<file path="src/rtl/count_decoder.sv">
`default_nettype none
// +----------------------------------------------------------------------------+
// | Module      : count_decoder                                                |
// | Description : Recovers the en bit stream from an up/down counter by        |
// |               classifying successive count deltas (+INC -> 1, -DEC -> 0),  |
// |               packs bits LSB-first into OUT_W-bit words with a valid/ready |
// |               output stage, and flags illegal deltas.                      |
// |               Optional macro COUNT_DECODER_ERRCNT_EN adds a 16-bit         |
// |               saturating err_count output.                                 |
// | Revision    : 1.0 - initial release                                        |
// +----------------------------------------------------------------------------+
module count_decoder #(
   parameter int WIDTH = 8,
   parameter int INC   = 5,
   parameter int DEC   = 1,
   parameter int OUT_W = 8
) (
   input  logic             clk,
   input  logic             rst,
   input  logic [WIDTH-1:0] count_in,
   input  logic             count_valid,
   output logic             bit_out,
   output logic             bit_valid,
   output logic [OUT_W-1:0] word_out,
   output logic             word_valid,
   input  logic             word_ready,
   output logic             locked,
   output logic             err,
   output logic             overflow
`ifdef COUNT_DECODER_ERRCNT_EN
   ,
   output logic [15:0]      err_count
`endif
);

   localparam int               CNT_W  = (OUT_W > 1) ? $clog2(OUT_W) : 1;
   // Deltas are compared modulo 2^WIDTH, so both legal steps are folded into WIDTH bits.
   localparam logic [WIDTH-1:0] C_INC  = WIDTH'(INC);
   localparam logic [WIDTH-1:0] C_NDEC = WIDTH'(-DEC);
   localparam logic [CNT_W-1:0] C_LAST = CNT_W'(OUT_W - 1);

   typedef enum logic [0:0] {
      ST_UNLOCKED = 1'b0,
      ST_LOCKED   = 1'b1
   } state_t;

   state_t             state_q,      state_d;
   logic [WIDTH-1:0]   prev_q,       prev_d;
   logic [CNT_W-1:0]   bitcnt_q,     bitcnt_d;
   logic [OUT_W-1:0]   shreg_q,      shreg_d;
   logic               bit_out_q,    bit_out_d;
   logic               bit_valid_q,  bit_valid_d;
   logic [OUT_W-1:0]   word_q,       word_d;
   logic               word_valid_q, word_valid_d;
   logic               err_q,        err_d;
   logic               overflow_q,   overflow_d;

   logic [WIDTH-1:0]   w_delta;
   logic               w_is_one;
   logic               w_is_zero;
   logic               w_legal;
   logic               w_accept;
   logic [OUT_W-1:0]   w_word_new;

   assign w_delta   = count_in - prev_q;
   assign w_is_one  = (w_delta == C_INC);
   assign w_is_zero = (w_delta == C_NDEC);
   assign w_legal   = w_is_one | w_is_zero;
   assign w_accept  = word_valid_q & word_ready;

   // State and datapath registers, all cleared asynchronously.
   always_ff @(posedge clk or posedge rst) begin
      if (rst) begin
         state_q      <= ST_UNLOCKED;
         prev_q       <= '0;
         bitcnt_q     <= '0;
         shreg_q      <= '0;
         bit_out_q    <= 1'b0;
         bit_valid_q  <= 1'b0;
         word_q       <= '0;
         word_valid_q <= 1'b0;
         err_q        <= 1'b0;
         overflow_q   <= 1'b0;
      end else begin
         state_q      <= state_d;
         prev_q       <= prev_d;
         bitcnt_q     <= bitcnt_d;
         shreg_q      <= shreg_d;
         bit_out_q    <= bit_out_d;
         bit_valid_q  <= bit_valid_d;
         word_q       <= word_d;
         word_valid_q <= word_valid_d;
         err_q        <= err_d;
         overflow_q   <= overflow_d;
      end
   end

   // Next-state: lock on first sample, then classify each delta and assemble words.
   always_comb begin
      state_d      = state_q;
      prev_d       = prev_q;
      bitcnt_d     = bitcnt_q;
      shreg_d      = shreg_q;
      bit_out_d    = bit_out_q;
      bit_valid_d  = 1'b0;
      word_d       = word_q;
      word_valid_d = word_valid_q;
      err_d        = 1'b0;
      overflow_d   = overflow_q;
      w_word_new   = shreg_q;

      // A consumed word frees the output register unless a new word refills it below.
      if (w_accept) begin
         word_valid_d = 1'b0;
      end

      case (state_q)
         ST_UNLOCKED: begin
            if (count_valid) begin
               prev_d  = count_in;
               state_d = ST_LOCKED;
            end
         end
         ST_LOCKED: begin
            if (count_valid) begin
               prev_d = count_in;
               if (w_legal) begin
                  bit_out_d            = w_is_one;
                  bit_valid_d          = 1'b1;
                  w_word_new[bitcnt_q] = w_is_one;
                  if (bitcnt_q == C_LAST) begin
                     bitcnt_d = '0;
                     shreg_d  = '0;
                     // Load only when the output register is empty or draining this cycle.
                     if (!word_valid_q || w_accept) begin
                        word_d       = w_word_new;
                        word_valid_d = 1'b1;
                     end else begin
                        overflow_d = 1'b1;
                     end
                  end else begin
                     bitcnt_d = bitcnt_q + 1'b1;
                     shreg_d  = w_word_new;
                  end
               end else begin
                  // Resynchronise on the new sample; a zero count is an upstream reset, not an error.
                  bitcnt_d = '0;
                  shreg_d  = '0;
                  if (count_in != '0) begin
                     err_d = 1'b1;
                  end
               end
            end
         end
         default: begin
            state_d = ST_UNLOCKED;
         end
      endcase
   end

`ifdef COUNT_DECODER_ERRCNT_EN
   logic [15:0] err_count_q;

   // Saturating count of reported errors (upstream resets never raise err_d).
   always_ff @(posedge clk or posedge rst) begin
      if (rst) begin
         err_count_q <= '0;
      end else if (err_d && (err_count_q != 16'hFFFF)) begin
         err_count_q <= err_count_q + 16'd1;
      end
   end

   assign err_count = err_count_q;
`endif

   assign bit_out    = bit_out_q;
   assign bit_valid  = bit_valid_q;
   assign word_out   = word_q;
   assign word_valid = word_valid_q;
   assign locked     = (state_q == ST_LOCKED);
   assign err        = err_q;
   assign overflow   = overflow_q;

endmodule
`default_nettype wire

</file>
<file path="config.mk">
export PLATFORM = sky130hd
export DESIGN_NAME = count_decoder
export DESIGN_NICKNAME = d
export VERILOG_FILES = /design/src/rtl/count_decoder.sv
export SDC_FILE = /design/constraint.sdc
export NUM_CORES = 1
export LEC_CHECK = 0
export CORE_ASPECT_RATIO = 0.5
export CORE_UTILIZATION = 25
export DETAILED_ROUTE_END_ITERATION = 8
export GPL_TIMING_DRIVEN = 0
export PLACE_DENSITY = 0.43
export SYNTH_ARGS = -nofsm -noshare
export SYNTH_HDL_FRONTEND = slang
export SYNTH_SLANG_ARGS = --single-unit
</file>
<file path="constraint.sdc">
create_clock -name clk -period 2.8 [get_ports clk]
set_input_delay 0.42 -clock clk [delete_from_list [all_inputs] [get_ports clk]]
set_output_delay 0.42 -clock clk [all_outputs]
set_load 0.02 [all_outputs]
</file>
==> flow_summary.rst <==
.. list-table::
   :header-rows: 1

   * - Metric
     - Value
   * - Share of synthesized area occupied by flip-flops and latches
     - 45.6%
   * - CTS tree
     - yes
   * - Power Density
     - 503 mW/mm^2
   * - Number of max-slew violations in the final report
     - 0
   * - Final setup slack of the worst path
     - 14.6 ps
   * - CTS H-Tree Depth
     - 2
   * - Critical Path RT
     - 2960 ps
   * - Total vias in the final route
     - 1411
   * - Primary FF master, synth
     - sky130_fd_sc_hd__dfrtp_1
   * - Deepest clock path buffer count
     - 2
   * - Share of the core filled with cells
     - 38.7%
   * - Netlist area before placement
     - 0.00181 mm^2
   * - Detail Route Antenna Nets
     - 0
   * - Routed vias/inst
     - 4.52
   * - Final wirelength
     - 4100 um
   * - Most instantiated cells after synthesis
     - 33 x sky130_fd_sc_hd__dfrtp_1, 19 x sky130_fd_sc_hd__nand2_1, 13 x sky130_fd_sc_hd__mux2_2
   * - Launching element type of the critical path
     - register
   * - Cell with the largest stage delay on the worst path
     - sky130_fd_sc_hd__or4_4
   * - Latest clock arrival within the worst-skew pair
     - 270 ps
   * - Fraction of final layout cells sized beyond drive strength 1
     - 30.5%
   * - Slew at the pin with the worst max-slew slack
     - 729 ps
   * - Total number of placement rows
     - 21
   * - Worst hold stages
     - 1
   * - Class of the most critical hold timing path
     - reg -> reg
   * - Die Ht
     - 62.2 um
   * - IR Drop Worst-Case VDD
     - 231 uV
   * - Growth of design area from synthesis to finish
     - 46.1%
   * - X dimension of the die
     - 122 um
   * - WL per Instance
     - 13.1 um
   * - Endpoint class of the critical path
     - register
   * - Total global routing overflow
     - 0
   * - Clock period minus worst slack
     - 2790 ps
   * - HPWL after DPL
     - 2840 um
   * - Port-buffer cells
     - 24
   * - CORE AREA
     - 0.00683 mm^2
   * - Area of the die
     - 0.00760 mm^2
   * - Detailed Route Iter0 Violations
     - 41
   * - Number of antenna violations at the first check in global routing
     - 0
   * - All-layer global routing usage
     - 12.1%
   * - GP Congestion
     - 0.790
   * - Delay of the slowest cell on the worst path
     - 600 ps
   * - Number of clock sinks
     - 33
   * - Chain of cells forming the critical path
     - buf_4 -> ha_1 -> nand2b_4 -> a211oi_2 -> nor2b_2 -> xnor2_2 -> or4_4 -> a21oi_4 -> buf_12 -> mux2_4
   * - Number of clock buffers inserted by TritonCTS
     - 5
   * - Worst slack at placement
     - -1040 ps
   * - Average cell area after synthesis
     - 10.3 um^2
   * - Top Ports
     - 26
   * - Root buf cell
     - sky130_fd_sc_hd__clkbuf_16
   * - Synth area leader
     - sky130_fd_sc_hd__dfrtp_1
   * - Number of iterations in the first detailed-routing pass
     - 4
   * - R2R depth
     - 10
   * - Number of nets in the layout
     - 242
   * - Worst relative slew slack
     - 51.3%
   * - Register bit total from synthesis
     - 33
   * - Setup repair after global routing missed its margin
     - true
   * - DRC violations left
     - 0
   * - Count of placed standard cells in the final layout, fillers left out
     - 312
   * - Hold buffers post-CTS
     - 0
   * - Post-route fraction of the period consumed by the critical path
     - 99.5%
   * - Total power
     - 1.33 mW
   * - Number of cells in the design after placement
     - 291
   * - Ys Warns
     - 0
   * - Largest cells by area after synthesis
     - sky130_fd_sc_hd__dfrtp_1 46%, sky130_fd_sc_hd__mux2_2 8.1%, sky130_fd_sc_hd__ha_1 6.9%
   * - Final setup violation count
     - 0
   * - Maximum Capacitance Violations
     - 0
   * - WP data arrival
     - 2940 ps
   * - Net Count, Synth
     - 198
   * - Crit Path Category
     - reg -> reg
   * - Share of Yosys cell area claimed by the top area cell type
     - 45.6%
   * - Final-layout setup total negative slack
     - 0 ps
   * - Fmax
     - 359 MHz
   * - Crit-path max FO
     - 8
   * - Global-route wire length before repair
     - 7150 um
   * - Cell leakage power
     - 1.13 nW
   * - Result of the run
     - finished, final reports clean
   * - Most numerous cell in the Yosys netlist
     - sky130_fd_sc_hd__dfrtp_1
   * - Pin count of the biggest net entering global routing
     - 34
   * - Clock skew
     - 3.87 ps
   * - Post-Syn Instances
     - 175
   * - Number of synthesized flops with an enable pin
     - 0
   * - Fraction of registers with async set or reset after synthesis
     - 100%
   * - ANT cells
     - 0
   * - Clock-pin slew on the worst setup and hold paths
     - 50 ps
   * - Initial core utilization
     - 26.5%
   * - Unique cell type count in the Yosys netlist
     - 39
   * - Fin. Hold Viols
     - 0
   * - Number of global-route vias before repair
     - 1462
[worst paths after layout]
kind | from | end | slack, ps
min | overflow | overflow | 470
max | prev_q[0] | word_out[1] | 10
max in group asynchronous | rst | bitcnt_q[1] | 1730
max reg2reg | prev_q[0] | word_out[1] | 10
min in group asynchronous | rst | shreg_q[0] | 590
min reg2reg | overflow | overflow | 470
[critical path: cells and delay by family, from the launching register on]
kind            cells  cell delay [ps]
flops               1              400
mux                 1              290
fa+ha+maj           1              170
simple gates        3              830
buf+inv             2              300
compound gates      2              490
xor+xnor            1              170
[routing by layer]
metal	vias to the layer above	global-route usage, %	wire length, um
li1	714	-	-
met1	684	16.8	2060
met2	11	18.7	1940
met3	2	2.76	76
met4	0	3.20	27
met5	-	0	0
[cells by family after synthesis]
| group | share of synthesized area (%) |
|---|---|
| and+or+nand+nor | 15.0 |
| buffers and inverters | 3.94 |
| adders and majority gates | 8.02 |
| xor gates and xnor gates | 2.42 |
| AOI/OAI and AO/OA | 16.3 |
| DFF | 45.6 |
| muxes | 8.71 |
[per-stage QoR]
stage | area [um^2] | hold slack [ps]
after floorplan | 1890 | 467
after CTS | 2530 | 474
after detailed placement | 2250 | 459
final | 2640 | 474
after global routing | 2640 | 488
after global placement | 2250 | 457
[power breakdown]
group          switching [mW]  internal [mW]  leakage (nW)  total (mW)
Sequential            0.00852          0.495         0.434       0.504
Clock                   0.202          0.326        0.0696       0.528
Combinational           0.158          0.139         0.631       0.297
Total                   0.369          0.960          1.13        1.33
[cell type report]
cell class	instances	area, um^2
buffer	6	22.5
timing repair buffer	38	352
fill	685	4190
multi-input combinational	124	1130
clock inverter	3	17.5
tap	92	115
inverter	11	53.8
sequential	33	826
clock buffer	5	125
[registers in the layout, summed over array words and instances (netlist names)]
register	cells
overflow	1
word_out	8
bit_valid	1
prev_q	8
err	1
bitcnt_q	3
word_valid	1
bit_out	1
locked	1
shreg_q	8
[placed cells by master (no fill, tap or decap), types with 5 or more instances in the layout]
cell type	instances
sky130_fd_sc_hd__a22o_1	10
sky130_fd_sc_hd__buf_4	13
sky130_fd_sc_hd__clkbuf_1	6
sky130_fd_sc_hd__clkbuf_16	5
sky130_fd_sc_hd__clkdlybuf4s50_1	18
sky130_fd_sc_hd__dfrtp_1	33
sky130_fd_sc_hd__ha_4	6
sky130_fd_sc_hd__inv_1	9
sky130_fd_sc_hd__mux2_2	5
sky130_fd_sc_hd__mux2_4	8
sky130_fd_sc_hd__nand2_1	19
sky130_fd_sc_hd__nand3b_1	5
sky130_fd_sc_hd__nor2_1	10
sky130_fd_sc_hd__o21ai_0	8
[timing repair]
| item | CTS | global route |
|---|---|---|
| buffers inserted | 10 | 4 |
| cloned | 0 | 0 |
| setup endpoints to repair | 24 | 21 |
| pin swaps | 7 | 7 |
| gates resized for setup | 21 | 16 |
No activity file was read; power rests on OpenSTA's default activity.
